--- src/rtl/bridge_pkg.sv ---
// bridge_pkg: shared FSM states, AXI constants and strobe helper for sram_axi_bridge
package bridge_pkg;
    typedef enum logic [2:0] {IDLE, AR, R, AW, B} state_t;
    localparam int TIMEOUT = 255;
    localparam logic [1:0] AXI_BURST_INCR = 2'b01;
    localparam logic [1:0] SIZE_BYTE = 2'd0;
    localparam logic [1:0] SIZE_HALF = 2'd1;
    localparam logic [1:0] SIZE_WORD = 2'd2;

    function automatic logic [3:0] wstrb_gen(input logic [1:0] size, input logic [1:0] addr);
        return size == SIZE_BYTE ? 4'b0001 << addr :
               size == SIZE_HALF ? (addr[1] ? 4'b1100 : 4'b0011) : 4'b1111;
    endfunction
endpackage

--- src/rtl/sram_axi_bridge_if.sv ---
// sram_axi_bridge_if: single-beat AXI3 bus between the bridge (master) and its slave
interface sram_axi_bridge_if;
    logic [3:0]  arid;
    logic [31:0] araddr;
    logic [3:0]  arlen;
    logic [2:0]  arsize;
    logic [1:0]  arburst;
    logic [1:0]  arlock;
    logic [3:0]  arcache;
    logic [2:0]  arprot;
    logic        arvalid;
    logic        arready;
    logic [3:0]  rid;
    logic [31:0] rdata;
    logic        rvalid;
    logic        rready;
    logic [3:0]  awid;
    logic [31:0] awaddr;
    logic [3:0]  awlen;
    logic [2:0]  awsize;
    logic [1:0]  awburst;
    logic [1:0]  awlock;
    logic [3:0]  awcache;
    logic [2:0]  awprot;
    logic        awvalid;
    logic        awready;
    logic [3:0]  wid;
    logic [31:0] wdata;
    logic [3:0]  wstrb;
    logic        wlast;
    logic        wvalid;
    logic        wready;
    logic        bvalid;
    logic        bready;

    modport master (
        output arid, araddr, arlen, arsize, arburst, arlock, arcache, arprot, arvalid, rready,
        output awid, awaddr, awlen, awsize, awburst, awlock, awcache, awprot, awvalid,
        output wid, wdata, wstrb, wlast, wvalid, bready,
        input  arready, rid, rdata, rvalid, awready, wready, bvalid
    );
    modport slave (
        input  arid, araddr, arlen, arsize, arburst, arlock, arcache, arprot, arvalid, rready,
        input  awid, awaddr, awlen, awsize, awburst, awlock, awcache, awprot, awvalid,
        input  wid, wdata, wstrb, wlast, wvalid, bready,
        output arready, rid, rdata, rvalid, awready, wready, bvalid
    );
endinterface

--- src/rtl/axi_wstrb_gen.sv ---
// axi_wstrb_gen: byte-lane strobes for a single-beat store from size and address low bits
module axi_wstrb_gen
    import bridge_pkg::*;
(
    input  logic [1:0] size,
    input  logic [1:0] addr,
    output logic [3:0] wstrb
);
    assign wstrb = wstrb_gen(size, addr);
endmodule

--- src/rtl/sram_axi_bridge.sv ---
// sram_axi_bridge: core inst/data sram-like ports onto one AXI3 master, one transaction in flight.
// Define SRAM_AXI_TIMEOUT_EN to force completion (rdata 0xDEADBEEF, sticky err) on a stuck R/B channel.
module sram_axi_bridge
    import bridge_pkg::*;
#(
    parameter logic [3:0] ID_INST = 4'd0,
    parameter logic [3:0] ID_DATA = 4'd1
) (
    input  logic              clk,
    input  logic              rst,
    input  logic              inst_req,
    input  logic [31:0]       inst_addr,
    output logic              inst_addr_ok,
    output logic              inst_data_ok,
    output logic [31:0]       inst_rdata,
    input  logic              data_req,
    input  logic              data_wr,
    input  logic [1:0]        data_size,
    input  logic [31:0]       data_addr,
    input  logic [31:0]       data_wdata,
    output logic              data_addr_ok,
    output logic              data_data_ok,
    output logic [31:0]       data_rdata,
    output logic              err,
    sram_axi_bridge_if.master axi
);
    state_t      state;
    logic        src_data;
    logic        to_hit;
    logic        idle;
    logic        unused_rid;
    logic [1:0]  size_q;
    logic [31:0] addr_q;
    logic [31:0] wdata_q;
    logic [31:0] rdata_q;

    // addr_ok is combinational so the grant lands in the same IDLE cycle; masked while rst is high
    assign idle         = state == IDLE && !rst;
    assign data_addr_ok = idle && data_req;
    assign inst_addr_ok = idle && !data_req && inst_req;
    assign inst_rdata   = rdata_q;
    assign data_rdata   = rdata_q;
    assign unused_rid   = ^axi.rid;

    assign axi.arid    = src_data ? ID_DATA : ID_INST;
    assign axi.araddr  = addr_q;
    assign axi.arlen   = '0;
    assign axi.arsize  = {1'b0, size_q};
    assign axi.arburst = AXI_BURST_INCR;
    assign axi.arlock  = '0;
    assign axi.arcache = '0;
    assign axi.arprot  = '0;
    assign axi.awid    = ID_DATA;
    assign axi.awaddr  = addr_q;
    assign axi.awlen   = '0;
    assign axi.awsize  = {1'b0, size_q};
    assign axi.awburst = AXI_BURST_INCR;
    assign axi.awlock  = '0;
    assign axi.awcache = '0;
    assign axi.awprot  = '0;
    assign axi.wid     = ID_DATA;
    assign axi.wdata   = wdata_q;
    assign axi.wlast   = 1'b1;

    axi_wstrb_gen u_wstrb (
        .size  (size_q),
        .addr  (addr_q[1:0]),
        .wstrb (axi.wstrb)
    );

    always_ff @(posedge clk or posedge rst) begin
        if (rst) begin
            state        <= IDLE;
            src_data     <= 1'b0;
            size_q       <= '0;
            addr_q       <= '0;
            wdata_q      <= '0;
            rdata_q      <= '0;
            inst_data_ok <= 1'b0;
            data_data_ok <= 1'b0;
            axi.arvalid  <= 1'b0;
            axi.rready   <= 1'b0;
            axi.awvalid  <= 1'b0;
            axi.wvalid   <= 1'b0;
            axi.bready   <= 1'b0;
        end else begin
            inst_data_ok <= 1'b0;
            data_data_ok <= 1'b0;
            case (state)
                IDLE: if (data_req || inst_req) begin
                    src_data    <= data_req;
                    addr_q      <= data_req ? data_addr : inst_addr;
                    size_q      <= data_req && data_size != 2'd3 ? data_size : SIZE_WORD;
                    wdata_q     <= data_wdata;
                    state       <= data_req && data_wr ? AW : AR;
                    axi.arvalid <= !(data_req && data_wr);
                    axi.awvalid <= data_req && data_wr;
                    axi.wvalid  <= data_req && data_wr;
                end
                AR: if (axi.arready) begin
                    axi.arvalid <= 1'b0;
                    axi.rready  <= 1'b1;
                    state       <= R;
                end
                R: if (axi.rvalid || to_hit) begin
                    axi.rready   <= 1'b0;
                    rdata_q      <= axi.rvalid ? axi.rdata : 32'hDEADBEEF;
                    inst_data_ok <= !src_data;
                    data_data_ok <= src_data;
                    state        <= IDLE;
                end
                AW: begin
                    if (axi.awready) axi.awvalid <= 1'b0;
                    if (axi.wready) axi.wvalid <= 1'b0;
                    if ((axi.awready || !axi.awvalid) && (axi.wready || !axi.wvalid)) begin
                        axi.bready <= 1'b1;
                        state      <= B;
                    end
                end
                B: if (axi.bvalid || to_hit) begin
                    axi.bready   <= 1'b0;
                    data_data_ok <= 1'b1;
                    state        <= IDLE;
                end
                default: state <= IDLE;
            endcase
        end
    end

`ifdef SRAM_AXI_TIMEOUT_EN
    logic [7:0] cnt;

    assign to_hit = cnt == 8'(TIMEOUT - 1) &&
                    ((state == R && !axi.rvalid) || (state == B && !axi.bvalid));

    always_ff @(posedge clk or posedge rst) begin
        if (rst) begin
            cnt <= '0;
            err <= 1'b0;
        end else begin
            cnt <= (state == R || state == B) ? cnt + 8'd1 : 8'd0;
            err <= err || to_hit;
        end
    end
`else
    assign to_hit = 1'b0;
    assign err    = 1'b0;
`endif
endmodule

--- src/flat_wrapper.sv ---
// flat-port wrapper written by rule: the top's interface ports become plain ports
module sram_axi_bridge_flat import bridge_pkg::*;
#(
    parameter logic [3:0] ID_INST = 4'd0,
    parameter logic [3:0] ID_DATA = 4'd1
)
  (clk, rst, inst_req, inst_addr, inst_addr_ok, inst_data_ok, inst_rdata, data_req, data_wr, data_size, data_addr, data_wdata, data_addr_ok, data_data_ok, data_rdata, err, axi_arid, axi_araddr, axi_arlen, axi_arsize, axi_arburst, axi_arlock, axi_arcache, axi_arprot, axi_arvalid, axi_rready, axi_awid, axi_awaddr, axi_awlen, axi_awsize, axi_awburst, axi_awlock, axi_awcache, axi_awprot, axi_awvalid, axi_wid, axi_wdata, axi_wstrb, axi_wlast, axi_wvalid, axi_bready, axi_arready, axi_rid, axi_rdata, axi_rvalid, axi_awready, axi_wready, axi_bvalid);
  sram_axi_bridge_if axi_i ();
  input  logic clk;
  input  logic rst;
  input  logic inst_req;
  input  logic [31:0] inst_addr;
  output logic inst_addr_ok;
  output logic inst_data_ok;
  output logic [31:0] inst_rdata;
  input  logic data_req;
  input  logic data_wr;
  input  logic [1:0] data_size;
  input  logic [31:0] data_addr;
  input  logic [31:0] data_wdata;
  output logic data_addr_ok;
  output logic data_data_ok;
  output logic [31:0] data_rdata;
  output logic err;
  output wire logic [$bits(axi_i.arid)-1:0] axi_arid;
  output wire logic [$bits(axi_i.araddr)-1:0] axi_araddr;
  output wire logic [$bits(axi_i.arlen)-1:0] axi_arlen;
  output wire logic [$bits(axi_i.arsize)-1:0] axi_arsize;
  output wire logic [$bits(axi_i.arburst)-1:0] axi_arburst;
  output wire logic [$bits(axi_i.arlock)-1:0] axi_arlock;
  output wire logic [$bits(axi_i.arcache)-1:0] axi_arcache;
  output wire logic [$bits(axi_i.arprot)-1:0] axi_arprot;
  output wire logic [$bits(axi_i.arvalid)-1:0] axi_arvalid;
  output wire logic [$bits(axi_i.rready)-1:0] axi_rready;
  output wire logic [$bits(axi_i.awid)-1:0] axi_awid;
  output wire logic [$bits(axi_i.awaddr)-1:0] axi_awaddr;
  output wire logic [$bits(axi_i.awlen)-1:0] axi_awlen;
  output wire logic [$bits(axi_i.awsize)-1:0] axi_awsize;
  output wire logic [$bits(axi_i.awburst)-1:0] axi_awburst;
  output wire logic [$bits(axi_i.awlock)-1:0] axi_awlock;
  output wire logic [$bits(axi_i.awcache)-1:0] axi_awcache;
  output wire logic [$bits(axi_i.awprot)-1:0] axi_awprot;
  output wire logic [$bits(axi_i.awvalid)-1:0] axi_awvalid;
  output wire logic [$bits(axi_i.wid)-1:0] axi_wid;
  output wire logic [$bits(axi_i.wdata)-1:0] axi_wdata;
  output wire logic [$bits(axi_i.wstrb)-1:0] axi_wstrb;
  output wire logic [$bits(axi_i.wlast)-1:0] axi_wlast;
  output wire logic [$bits(axi_i.wvalid)-1:0] axi_wvalid;
  output wire logic [$bits(axi_i.bready)-1:0] axi_bready;
  input wire logic [$bits(axi_i.arready)-1:0] axi_arready;
  input wire logic [$bits(axi_i.rid)-1:0] axi_rid;
  input wire logic [$bits(axi_i.rdata)-1:0] axi_rdata;
  input wire logic [$bits(axi_i.rvalid)-1:0] axi_rvalid;
  input wire logic [$bits(axi_i.awready)-1:0] axi_awready;
  input wire logic [$bits(axi_i.wready)-1:0] axi_wready;
  input wire logic [$bits(axi_i.bvalid)-1:0] axi_bvalid;
  assign axi_arid = axi_i.arid;
  assign axi_araddr = axi_i.araddr;
  assign axi_arlen = axi_i.arlen;
  assign axi_arsize = axi_i.arsize;
  assign axi_arburst = axi_i.arburst;
  assign axi_arlock = axi_i.arlock;
  assign axi_arcache = axi_i.arcache;
  assign axi_arprot = axi_i.arprot;
  assign axi_arvalid = axi_i.arvalid;
  assign axi_rready = axi_i.rready;
  assign axi_awid = axi_i.awid;
  assign axi_awaddr = axi_i.awaddr;
  assign axi_awlen = axi_i.awlen;
  assign axi_awsize = axi_i.awsize;
  assign axi_awburst = axi_i.awburst;
  assign axi_awlock = axi_i.awlock;
  assign axi_awcache = axi_i.awcache;
  assign axi_awprot = axi_i.awprot;
  assign axi_awvalid = axi_i.awvalid;
  assign axi_wid = axi_i.wid;
  assign axi_wdata = axi_i.wdata;
  assign axi_wstrb = axi_i.wstrb;
  assign axi_wlast = axi_i.wlast;
  assign axi_wvalid = axi_i.wvalid;
  assign axi_bready = axi_i.bready;
  assign axi_i.arready = axi_arready;
  assign axi_i.rid = axi_rid;
  assign axi_i.rdata = axi_rdata;
  assign axi_i.rvalid = axi_rvalid;
  assign axi_i.awready = axi_awready;
  assign axi_i.wready = axi_wready;
  assign axi_i.bvalid = axi_bvalid;
  sram_axi_bridge #(.ID_INST(ID_INST), .ID_DATA(ID_DATA)) u_core (.clk(clk), .rst(rst), .inst_req(inst_req), .inst_addr(inst_addr), .inst_addr_ok(inst_addr_ok), .inst_data_ok(inst_data_ok), .inst_rdata(inst_rdata), .data_req(data_req), .data_wr(data_wr), .data_size(data_size), .data_addr(data_addr), .data_wdata(data_wdata), .data_addr_ok(data_addr_ok), .data_data_ok(data_data_ok), .data_rdata(data_rdata), .err(err), .axi(axi_i));
endmodule
--- config.mk ---
export PLATFORM = sky130hd
export DESIGN_NAME = sram_axi_bridge_flat
export DESIGN_NICKNAME = d
export VERILOG_FILES = /design/src/rtl/bridge_pkg.sv /design/src/rtl/sram_axi_bridge_if.sv /design/src/rtl/axi_wstrb_gen.sv /design/src/rtl/sram_axi_bridge.sv /design/src/flat_wrapper.sv
export SDC_FILE = /design/constraint.sdc
export NUM_CORES = 1
export LEC_CHECK = 0
export BUFFER_PORTS_ARGS = -buffer_cell sky130_fd_sc_hd__buf_2
export CORE_AREA = 2 2 143 145
export DETAILED_ROUTE_END_ITERATION = 8
export DIE_AREA = 0 0 145 147
export MAX_ROUTING_LAYER = met4
export SYNTH_ARGS = -nofsm -noshare
export SYNTH_HDL_FRONTEND = slang
export SYNTH_HIERARCHICAL = 1
export SYNTH_SLANG_ARGS = --single-unit
--- constraint.sdc ---
create_clock -name clk -period 4.5 [get_ports clk]
set_input_delay 1.35 -clock clk [delete_from_list [all_inputs] [get_ports clk]]
set_output_delay 1.35 -clock clk [all_outputs]
set_load 0.05 [all_outputs]
After elaboration in Yosys (flattened, before gate mapping)
Index checks and enable logic that the tools add are counted. Widths: inputs -> output; s select.

Register bits: 109. Input bits: 144. Output and inout port bits: 223. Word-level logic and storage cells: 89.

Equal/unequal tests: 13. Shifts and indexed selects: 1. Multiplexer cells: 32. Reduce and logical (&&, ||, !) cells: 30.

Operators by type and width (number): $mux 32 (1); $mux 3 (5); $pmux 3 s5 (1); $reduce_and 3->1 (5); $mux 1 (14); $ne 2x2->1 const B (7); $mux 4 (3); $pmux 1 s2 (6); $reduce_bool 2->1 (4); $logic_and 1x1->1 (7); $eq 3x2->1 const B (2); $logic_not 1->1 (6); $reduce_and 5->1 (1); $mux 2 (2); $reduce_and 2->1 (2); $shl 1x2->4 const A (1); $eq 3x1->1 const B (1); $eq 3x3->1 const B (1); $logic_not 3->1 (1); $logic_or 1x1->1 (3); $eq 2x1->1 const B (1); $logic_not 2->1 (1); $ne 2x1->1 const B (1).

Depth between registers and ports, before layout
Gate-level depths: netlist of the first run.

Depth in word-level cells: 5. Depth in mapped cells: 7. Gate-level depth less buffers: 3.

Modules after synthesis
Netlist of the first run, hierarchy kept.

By module, submodules not included: sram_axi_bridge (instances 1, cells each 419, area an instance 5505.3 sq um, seq. area each 2727.6 sq um); axi_wstrb_gen (instances 1, cells each 7, area an instance 43.8 sq um, seq. area each 0.0 sq um).

Worst setup path after synthesis of the first run
No wires, ideal clock.

Kind: input port to output port. Start: input port data_req. End: output port inst_addr_ok. Data arrival time: 2.847 ns. Data required time: 3.150 ns. Slack: 0.303 ns. Stages on the path: 3. Path buffers: 2. Path through: buf_2 > buf_1 > nor3_1.

Cells in the longest elaborated chain, start to end: 3.

Ends and longest elaborated chain: start: declaration (RTL line flat_wrapper.sv:16) `input logic data_req;`; $logic_not 1->1 (RTL line sram_axi_bridge.sv:40) `assign inst_addr_ok = idle && !data_req && inst_req;`; $logic_and 1x1->1 (2 in a row) (RTL line sram_axi_bridge.sv:40); end: declaration (RTL line flat_wrapper.sv:13) `output logic inst_addr_ok;`.

No other way between the ends.

Worst setup path after layout of the first run
Start: input port data_req. End: output port data_addr_ok.

Cells in the longest elaborated chain, start to end: 1.

Ends and longest elaborated chain: $logic_and 1x1->1 (RTL line sram_axi_bridge.sv:39) `assign data_addr_ok = idle && data_req;`; end: declaration (RTL line flat_wrapper.sv:21) `output logic data_addr_ok;`.

No other way between the ends.

==> results.md, run 1 <==
- Final net count: 817
- WL/cell: 13.73 um
- Die Ht: 147 um
- WP data required: 3.15 ns
- Max Buffers Root-to-Sink: 2
- Pin count of the biggest net entering global routing: 71
- Most frequent cells in the layout: 317 x buf_2, 123 x mux2_2, 109 x dfrtp_1
- RSZ-0062 raised after global routing: false
- EDFF count, synth: 0
- Slew Viols, Final: 0
- Worst slew pin tran: 0.8859 ns
- CTS tree: built
- Initial antenna violation count: 2
- Yosys reg bits: 109
- Worst path slowest cell: buf_2
- Post-route ant nets: 0
- Post-Syn Instances: 426
- # resized after CTS: 0
- Fin. Hold Viols: 0
- DRC viols: 0
- Fmax: 0.2977 GHz
- Grt ovf: 0
- Hold path start: u_core/axi.wdata[25]
- Clock latency on the worst-skew pair: 0.35 ns
- Status: complete, no violations
- Crit path cell chain: buf_2 > nand2_1 > nor2_1 > buf_2
- TNS Setup: 0 ns
- Drt via density: 3.999
- Total CTS buffers: 9
- Max stage delay on crit path: 0.26 ns
- First-pass GRT wire length: 20290 um
- Hold path cells: 1
- Ys flop type: dfrtp_1
- Min cycle time layout: 3.359 ns
- Placed insts: 932
- 1st-pass router iterations: 4
- Crit path from: data_req
- Hold Path Class: reg2reg
- Async S/R FF share, synth: 100.0%
- Vias in the first global route: 3842
- Crit path max fanout: 9
- Final count of negative-setup-slack endpoints: 0
- FP Rows: 52
- Initial Utilization: 27.96%
- Synth cell types: 36
- Dpl hpwl: 9825 um
- Max transition margin: 40.94%
- Worst-path clk slew: 0.08 ns
- Clock skew: 0.007234 ns
- Crit path arrival time: 2.01 ns
- Crit path kind: in2out
- Worst path most repeated cell: buf_2
- Core Box Area: 19840 um2
- Synthesized area: 5549 um2
- Syn_area_per_cell: 13.03 um2
- Maxcap violations: 0
- Register area share after synthesis: 49.15%
- Multi-input combinational cell area: 1947 um2
- Final Cycle Share: 74.64%
- DRT iter0 DRCs: 124
- Total GRT Usage: 12.37%
- Routed WL: 13050 um
- Vias: 3799
- Layout filler cell count: 1989
- CP Launch Type: input pin
- Clock sink total: 109
- I/O Buffers: 317
- Chip width: 145 um
- IO Pins: 367
- GPL Wtd Cong: 0.7212
- Cell depth of the worst flop-to-flop path: 4
- # Post-CTS Setup Buffers: 0
- Reg2reg start: u_core/state[2]
- Endpoint class of the critical path: output port
- H-tree Lvls: 3
- Area grow syn2layout: 26.11%
- Die footprint: 21320 um2
- FF/Latch Area: 2728 um2
- Most common cell after layout, fill and taps aside: buf_2
- Final core occ: 35.26%
- Ys Warns: 6
- Finished Layout Cells: 950
- Ratio of cells with drive above 1 in the final layout: 69.32%
- Hold_buf cts: 0
- Root Buffer: clkbuf_16
## per-stage QoR
step / cell area [um2] / hold slack (ns) / setup slack [ns]
floorplan: 5710 / 0.4466 / 0.2761
global placement: 6696 / 0.4857 / 1.127
detailed placement: 6696 / 0.4905 / 1.149
CTS: 6993 / 0.5099 / 1.146
global route: 6998 / 0.5230 / 1.062
finish: 6998 / 0.5065 / 1.141
## area by class of cell
| class | count | share of cell area (%) |
|---|---|---|
| inverters | 10 | 0.5721 |
| clock buffers | 9 | 3.218 |
| repair buffers | 323 | 23.49 |
| flip-flops and latches | 109 | 38.98 |
| clock inverters | 7 | 1.019 |
| multi-input cells | 220 | 27.82 |
| diodes | 2 | 0.07152 |
| well taps | 270 | 4.827 |
## routing by layer
metal  track usage, %  routed length, um
met1            14.96               5583
met2            20.43               6377
met3            2.609                852
met4            4.604                235
met5                -                  0
## kinds of logic (layout without fill, tap and decap cells)
group	after synthesis	after routing	synth area share (%)
buffers and inverters	140	349	18.71
multiplexers	128	128	26.31
flip-flops	109	109	49.15
other	2	47	0.1353
AO/OA/AOI/OAI	24	24	2.886
AND/OR/NAND/NOR	23	23	2.796
## worst max-delay path, delay by kind of cell
kind                   cells  cell delay, ns
buffers and inverters      2            0.43
and+or+nand+nor            2            0.22
## path summary, 6_finish.rpt
kind                                         endpoint  slack [ns]
worst max-delay path                     data_addr_ok        1.14
worst min-delay path             u_core/axi.wdata[25]        0.51
min in group asynchronous       u_core/axi.araddr[12]        1.22
worst max register to register   u_core/axi.wdata[28]        2.28
max in group asynchronous        u_core/axi.wdata[30]        2.46
worst min register to register   u_core/axi.wdata[25]        0.51
## sequential cells by signal, summed over array words and instances, names as in the netlist
| signal | count |
|---|---|
| u_core/axi.araddr | 32 |
| u_core/data_rdata | 32 |
| u_core/axi.arvalid | 1 |
| u_core/size_q | 2 |
| u_core/src_data | 1 |
| u_core/axi.awvalid | 1 |
| u_core/axi.rready | 1 |
| u_core/axi.wdata | 32 |
| u_core/axi.wvalid | 1 |
| u_core/axi.bready | 1 |
| u_core/inst_data_ok | 1 |
| u_core/data_data_ok | 1 |
| u_core/state | 3 |
## synth_stat cells, types with 2 or more instances
cell type	number	share of area, %
buf_6	5	1.0
buf_12	2	0.72
a31oi_1	2	0.23
inv_1	10	0.68
o21ai_0	8	0.72
nand2_1	2	0.14
nand3b_1	3	0.41
conb_1	2	0.14
nor2_1	3	0.20
o21bai_1	5	0.68
clkbuf_1	2	0.14
and3b_1	2	0.32
mux2_2	123	25
dfrtp_1	109	49
buf_2	3	0.27
a22oi_1	2	0.27
mux2_4	5	1.4
nor2b_1	3	0.34
nand3_1	2	0.18
buf_4	117	16
Power of run 1 is not shown: default switching activity piles up to over one toggle a cycle in this logic, so the estimate is an artifact.
==> run 2, diff against run 1 <==
==> constraint.sdc (replaced) <==
create_clock -name clk -period 3.1 [get_ports clk]
set_input_delay 0.93 -clock clk [delete_from_list [all_inputs] [get_ports clk]]
set_output_delay 0.93 -clock clk [all_outputs]
set_load 0.05 [all_outputs]
==> results.md, run 2 (synthesis results as in run 1) <==
- I/O Buffers: 317
- Most frequent cells in the layout: 317 x buf_2, 123 x mux2_2, 109 x dfrtp_1
- Most common cell after layout, fill and taps aside: buf_2
- # Post-CTS Setup Buffers: 0
- Clock skew: 0.01089 ns
- RSZ-0062 raised after global routing: false
- GPL Wtd Cong: 0.7840
- Core Box Area: 19840 um2
- Total GRT Usage: 12.55%
- Finished Layout Cells: 949
- Endpoint class of the critical path: output port
- CP Launch Type: flop
- Worst-path clk slew: 0.07 ns
- Met3 Wirelength: 915 um
- Hold path cells: 1
- Hold Path Class: reg2reg
- Total CTS buffers: 9
- DRT iter0 DRCs: 71
- Worst slew pin tran: 0.7876 ns
- Final worst setup slack: 0.4371 ns
- 1st-pass router iterations: 4
- Initial antenna violation count: 0
- Post-route ant nets: 0
- # diodes: 0
- Initial Utilization: 27.96%
- Crit path arrival time: 1.73 ns
- Max transition margin: 47.38%
- Routed WL: 13330 um
- Die Ht: 147 um
- H-tree Lvls: 3
- Root Buffer: clkbuf_16
- Vias in the first global route: 3878
- Chip width: 145 um
- Area grow syn2layout: 27.22%
- WL/cell: 14.04 um
- FP Rows: 52
- Clock sink total: 109
- Maxcap violations: 0
- Vias: 3838
- DRC viols: 0
- Fmax: 0.3755 GHz
- Dpl hpwl: 10150 um
- # resized after CTS: 0
- Final Cycle Share: 85.90%
- Post-Route M1 WL: 5578 um
- Fin. Hold Viols: 0
- Min cycle time layout: 2.663 ns
- Grt ovf: 0
- Max Buffers Root-to-Sink: 2
- Pin count of the biggest net entering global routing: 45
- Highest metal layer with signal wires: met4
- Placed insts: 933
- Hold_buf cts: 0
- Final count of negative-setup-slack endpoints: 0
- Final net count: 818
- Slew Viols, Final: 0
- Clock latency on the worst-skew pair: 0.35 ns
- Cell depth of the worst flop-to-flop path: 4
- IO Pins: 367
- Dpl ws: 0.4747 ns
- Ratio of cells with drive above 1 in the final layout: 69.81%
- First-pass GRT wire length: 20560 um
- Die footprint: 21320 um2
- TNS Setup: 0 ns
- Routed wl met2: 6689 um
- Status: complete, no violations
- Crit path max fanout: 8
- CTS tree: built
- WP data required: 2.17 ns
- Crit path kind: reg2out
- Drt via density: 4.044
==> run 2: layout make-up <==
class / count / area (um2)
Clock buffer: 10 / 239.0
Fill cell: 2016 / 12780
Multi-Input combinational cell: 220 / 1956
Inverter: 10 / 41.29
Sequential cell: 109 / 2728
Clock inverter: 6 / 68.82
Tap cell: 270 / 337.8
Timing Repair Buffer: 324 / 1689
==> run 2: final timing paths <==
path                                         end  slack, ns                 start
setup / recovery                    inst_addr_ok       0.44       u_core/state[2]
hold / removal              u_core/axi.wdata[13]       0.50  u_core/axi.wdata[13]
setup reg to reg           u_core/axi.araddr[20]       1.14       u_core/state[2]
hold reg to reg             u_core/axi.wdata[13]       0.50  u_core/axi.wdata[13]
max in group asynchronous        u_core/state[1]       1.67                   rst
min in group asynchronous        u_core/src_data       0.74                   rst
==> run 2: per-layer routing <==
| metal | global-route usage [%] | vias to the layer above |
|---|---|---|
| met5 | - | - |
| met4 | 3.515 | 0 |
| met3 | 3.354 | 9 |
| met2 | 21.17 | 178 |
| met1 | 14.86 | 1859 |
| li1 | - | 1792 |
==> run 2: worst max-delay path, cell delays in order, from the launching register on <==
cell and delay [ns]:
dfrtp_1 0.48, nor3_4 0.38, nand2_1 0.14, nor3_2 0.10, buf_2 0.28
==> run 2: stage by stage <==
step	cell area, um2	hold WS (ns)	util (%)
after floorplan	5722	0.4466	-
after global placement	6751	0.4857	34.02
after detailed placement	6751	0.4877	34.02
after CTS	7059	0.5096	35.57
after global routing	7059	0.5211	35.57
final	7059	0.5049	35.57
Power of run 2 is left out for the same reason.
==> run 3, diff against run 2 <==
--- a/config.mk
+++ b/config.mk
@@ -5,10 +5,11 @@
 export SDC_FILE = /design/constraint.sdc
 export NUM_CORES = 1
 export LEC_CHECK = 0
+export ABC_AREA = 1
 export BUFFER_PORTS_ARGS = -buffer_cell sky130_fd_sc_hd__buf_2
-export CORE_AREA = 2 2 143 145
+export CORE_AREA = 2 2 144 146
 export DETAILED_ROUTE_END_ITERATION = 8
-export DIE_AREA = 0 0 145 147
+export DIE_AREA = 0 0 146 148
 export MAX_ROUTING_LAYER = met4
 export SYNTH_ARGS = -nofsm -noshare
 export SYNTH_HDL_FRONTEND = slang
==> results.md, run 3 <==
- Status: complete, no violations
- FF/Latch Area: 2728 um2
- Most frequent cells in the layout: 317 x buf_2, 153 x nand2_1, 109 x dfrtp_1
- TNS Setup: 0 ns
- Worst hold slack: 0.4678 ns
- Chip width: 146 um
- Dpl ws: 0.5393 ns
- Initial Utilization: 27.92%
- Final Cycle Share: 82.43%
- I/O Buffers: 317
- Synth area leader: dfrtp_1
- Drt via density: 4.076
- Ys flop type: dfrtp_1
- Ratio of cells with drive above 1 in the final layout: 47.78%
- First-pass GRT wire length: 23980 um
- Slew Viols, Final: 0
- GPL Wtd Cong: 0.7645
- Initial antenna violation count: 1
- EDFF count, synth: 0
- # Post-CTS Setup Buffers: 0
- RSZ-0062 raised after global routing: false
- Die footprint: 21610 um2
- Synth top area cells: dfrtp_1 49%, buf_4 15%, nand2_1 10%, mux2_4 7.2%, nor2_1 4.8%
- FP Rows: 52
- Placed inst area: 6837 um2
- Max Buffers Root-to-Sink: 2
- Post-route ant nets: 0
- Clock sink total: 109
- Vias in the first global route: 4228
- IO Pins: 367
- Routed WL: 16000 um
- Synthesized area: 5595 um2
- Ys Warns: 6
- Hold Path Class: reg2reg
- Final net count: 975
- Worst-path clk slew: 0.08 ns
- Vias: 4508
- CP Launch Type: input pin
- Root Buffer: clkbuf_16
- Worst slew pin tran: 0.7042 ns
- Min cycle time layout: 2.555 ns
- DRC viols: 0
- Post-Syn Instances: 587
- Crit path arrival time: 1.63 ns
- Dpl hpwl: 12120 um
- Clock skew: 0.01167 ns
- H-tree Lvls: 3
- Synth cell types: 27
- # resized after CTS: 0
- Async S/R FF share, synth: 100.0%
- Area grow syn2layout: 27.26%
- Multi-input combinational cell area: 1992 um2
- Clock latency on the worst-skew pair: 0.35 ns
- Max transition margin: 53.06%
- WL/cell: 14.47 um
- WP data required: 2.17 ns
- Register area share after synthesis: 48.75%
- Yosys reg bits: 109
- Final worst setup slack: 0.5445 ns
- Fmax: 0.3913 GHz
- Core Box Area: 20040 um2
- Crit path max fanout: 4
- Die Ht: 148 um
- Layout filler cell count: 2126
- Pin count of the biggest net entering global routing: 48
- Fin. Hold Viols: 0
- Design Area, Final: 7121 um2
- DRT iter0 DRCs: 181
- Endpoint class of the critical path: output port
- Total CTS buffers: 9
- 1st-pass router iterations: 4
- Post-synth top cells: 153 x nand2_1, 112 x buf_4, 109 x dfrtp_1
- Total GRT Usage: 14.81%
- Syn_area_per_cell: 9.532 um2
- Count leader, synth: nand2_1
- Hold_buf cts: 0
- Grt ovf: 0
- Top cell type's share of synthesized area: 48.75%
- Crit path kind: in2out
- CTS tree: built
- Final count of negative-setup-slack endpoints: 0
- Most common cell after layout, fill and taps aside: buf_2
- Maxcap violations: 0
run 3: cell count changes in the layout (fill, tap and decap cells not counted), sizes merged, moves of 3 or more:
cell    previous run  this run
nand2              2       156
mux2             128        32
nor2               3        74
o31ai              0        32
nand3              2        14
inv               11        20
o21ai              8         4
o21bai             5         1
nor2b              3         0
run 3: critical path: stages:
cell and delay (ns):
buf_2 0.14, nor4_4 0.26, buf_2 0.30
run 3: routing by layer:
layer / GRT usage (%) / share of wire (%) / vias to the layer above
li1: - / - / 2194
met5: - / 0 / -
met1: 17.70 / 42 / 2082
met2: 25.38 / 50 / 222
met4: 3.981 / 1.1 / 0
met3: 3.272 / 6.8 / 10
run 3: cells by family (layout without fill, tap and decap cells):
family	after synthesis	after routing	share of synthesized area, %
AOI/OAI and AO/OA	41	41	6.283
muxes	32	32	8.251
and+or+nand+nor	248	248	17.60
buffers and inverters	155	360	18.98
DFF	109	109	48.75
other	2	46	0.1342
run 3: through the flow:
stage / utilization (%) / std cells
2_1_floorplan: - / 630
3_3_place_gp: 34.12 / 1090
3_5_place_dp: 34.12 / 1090
4_1_cts: 35.52 / 1105
5_1_grt: 35.53 / 1106
6_report: 35.53 / 1106
run 3: cell type report:
type	instances	share of cell area [%]
antenna	1	0.03514
clock buffer	9	3.163
clock inverter	6	0.7907
inverter	19	1.054
multi-input combinational	366	27.97
sequential	109	38.31
tap	270	4.744
timing repair buffer	326	23.93
run 3: worst paths after layout:
kind | start | to | slack, ns | cells past startpoint
max in group asynchronous | rst | u_core/axi.wdata[25] | 2.03 | 3
min in group asynchronous | rst | u_core/size_q[1] | 0.55 | 2
worst min register to register | u_core/src_data | u_core/inst_data_ok | 0.47 | 1
worst max register to register | u_core/state[2] | u_core/axi.wdata[19] | 1.09 | 7
worst min-delay path | u_core/src_data | u_core/inst_data_ok | 0.47 | 1
worst max-delay path | data_req | inst_addr_ok | 0.54 | 3
Power of run 3 is left out for the same reason.
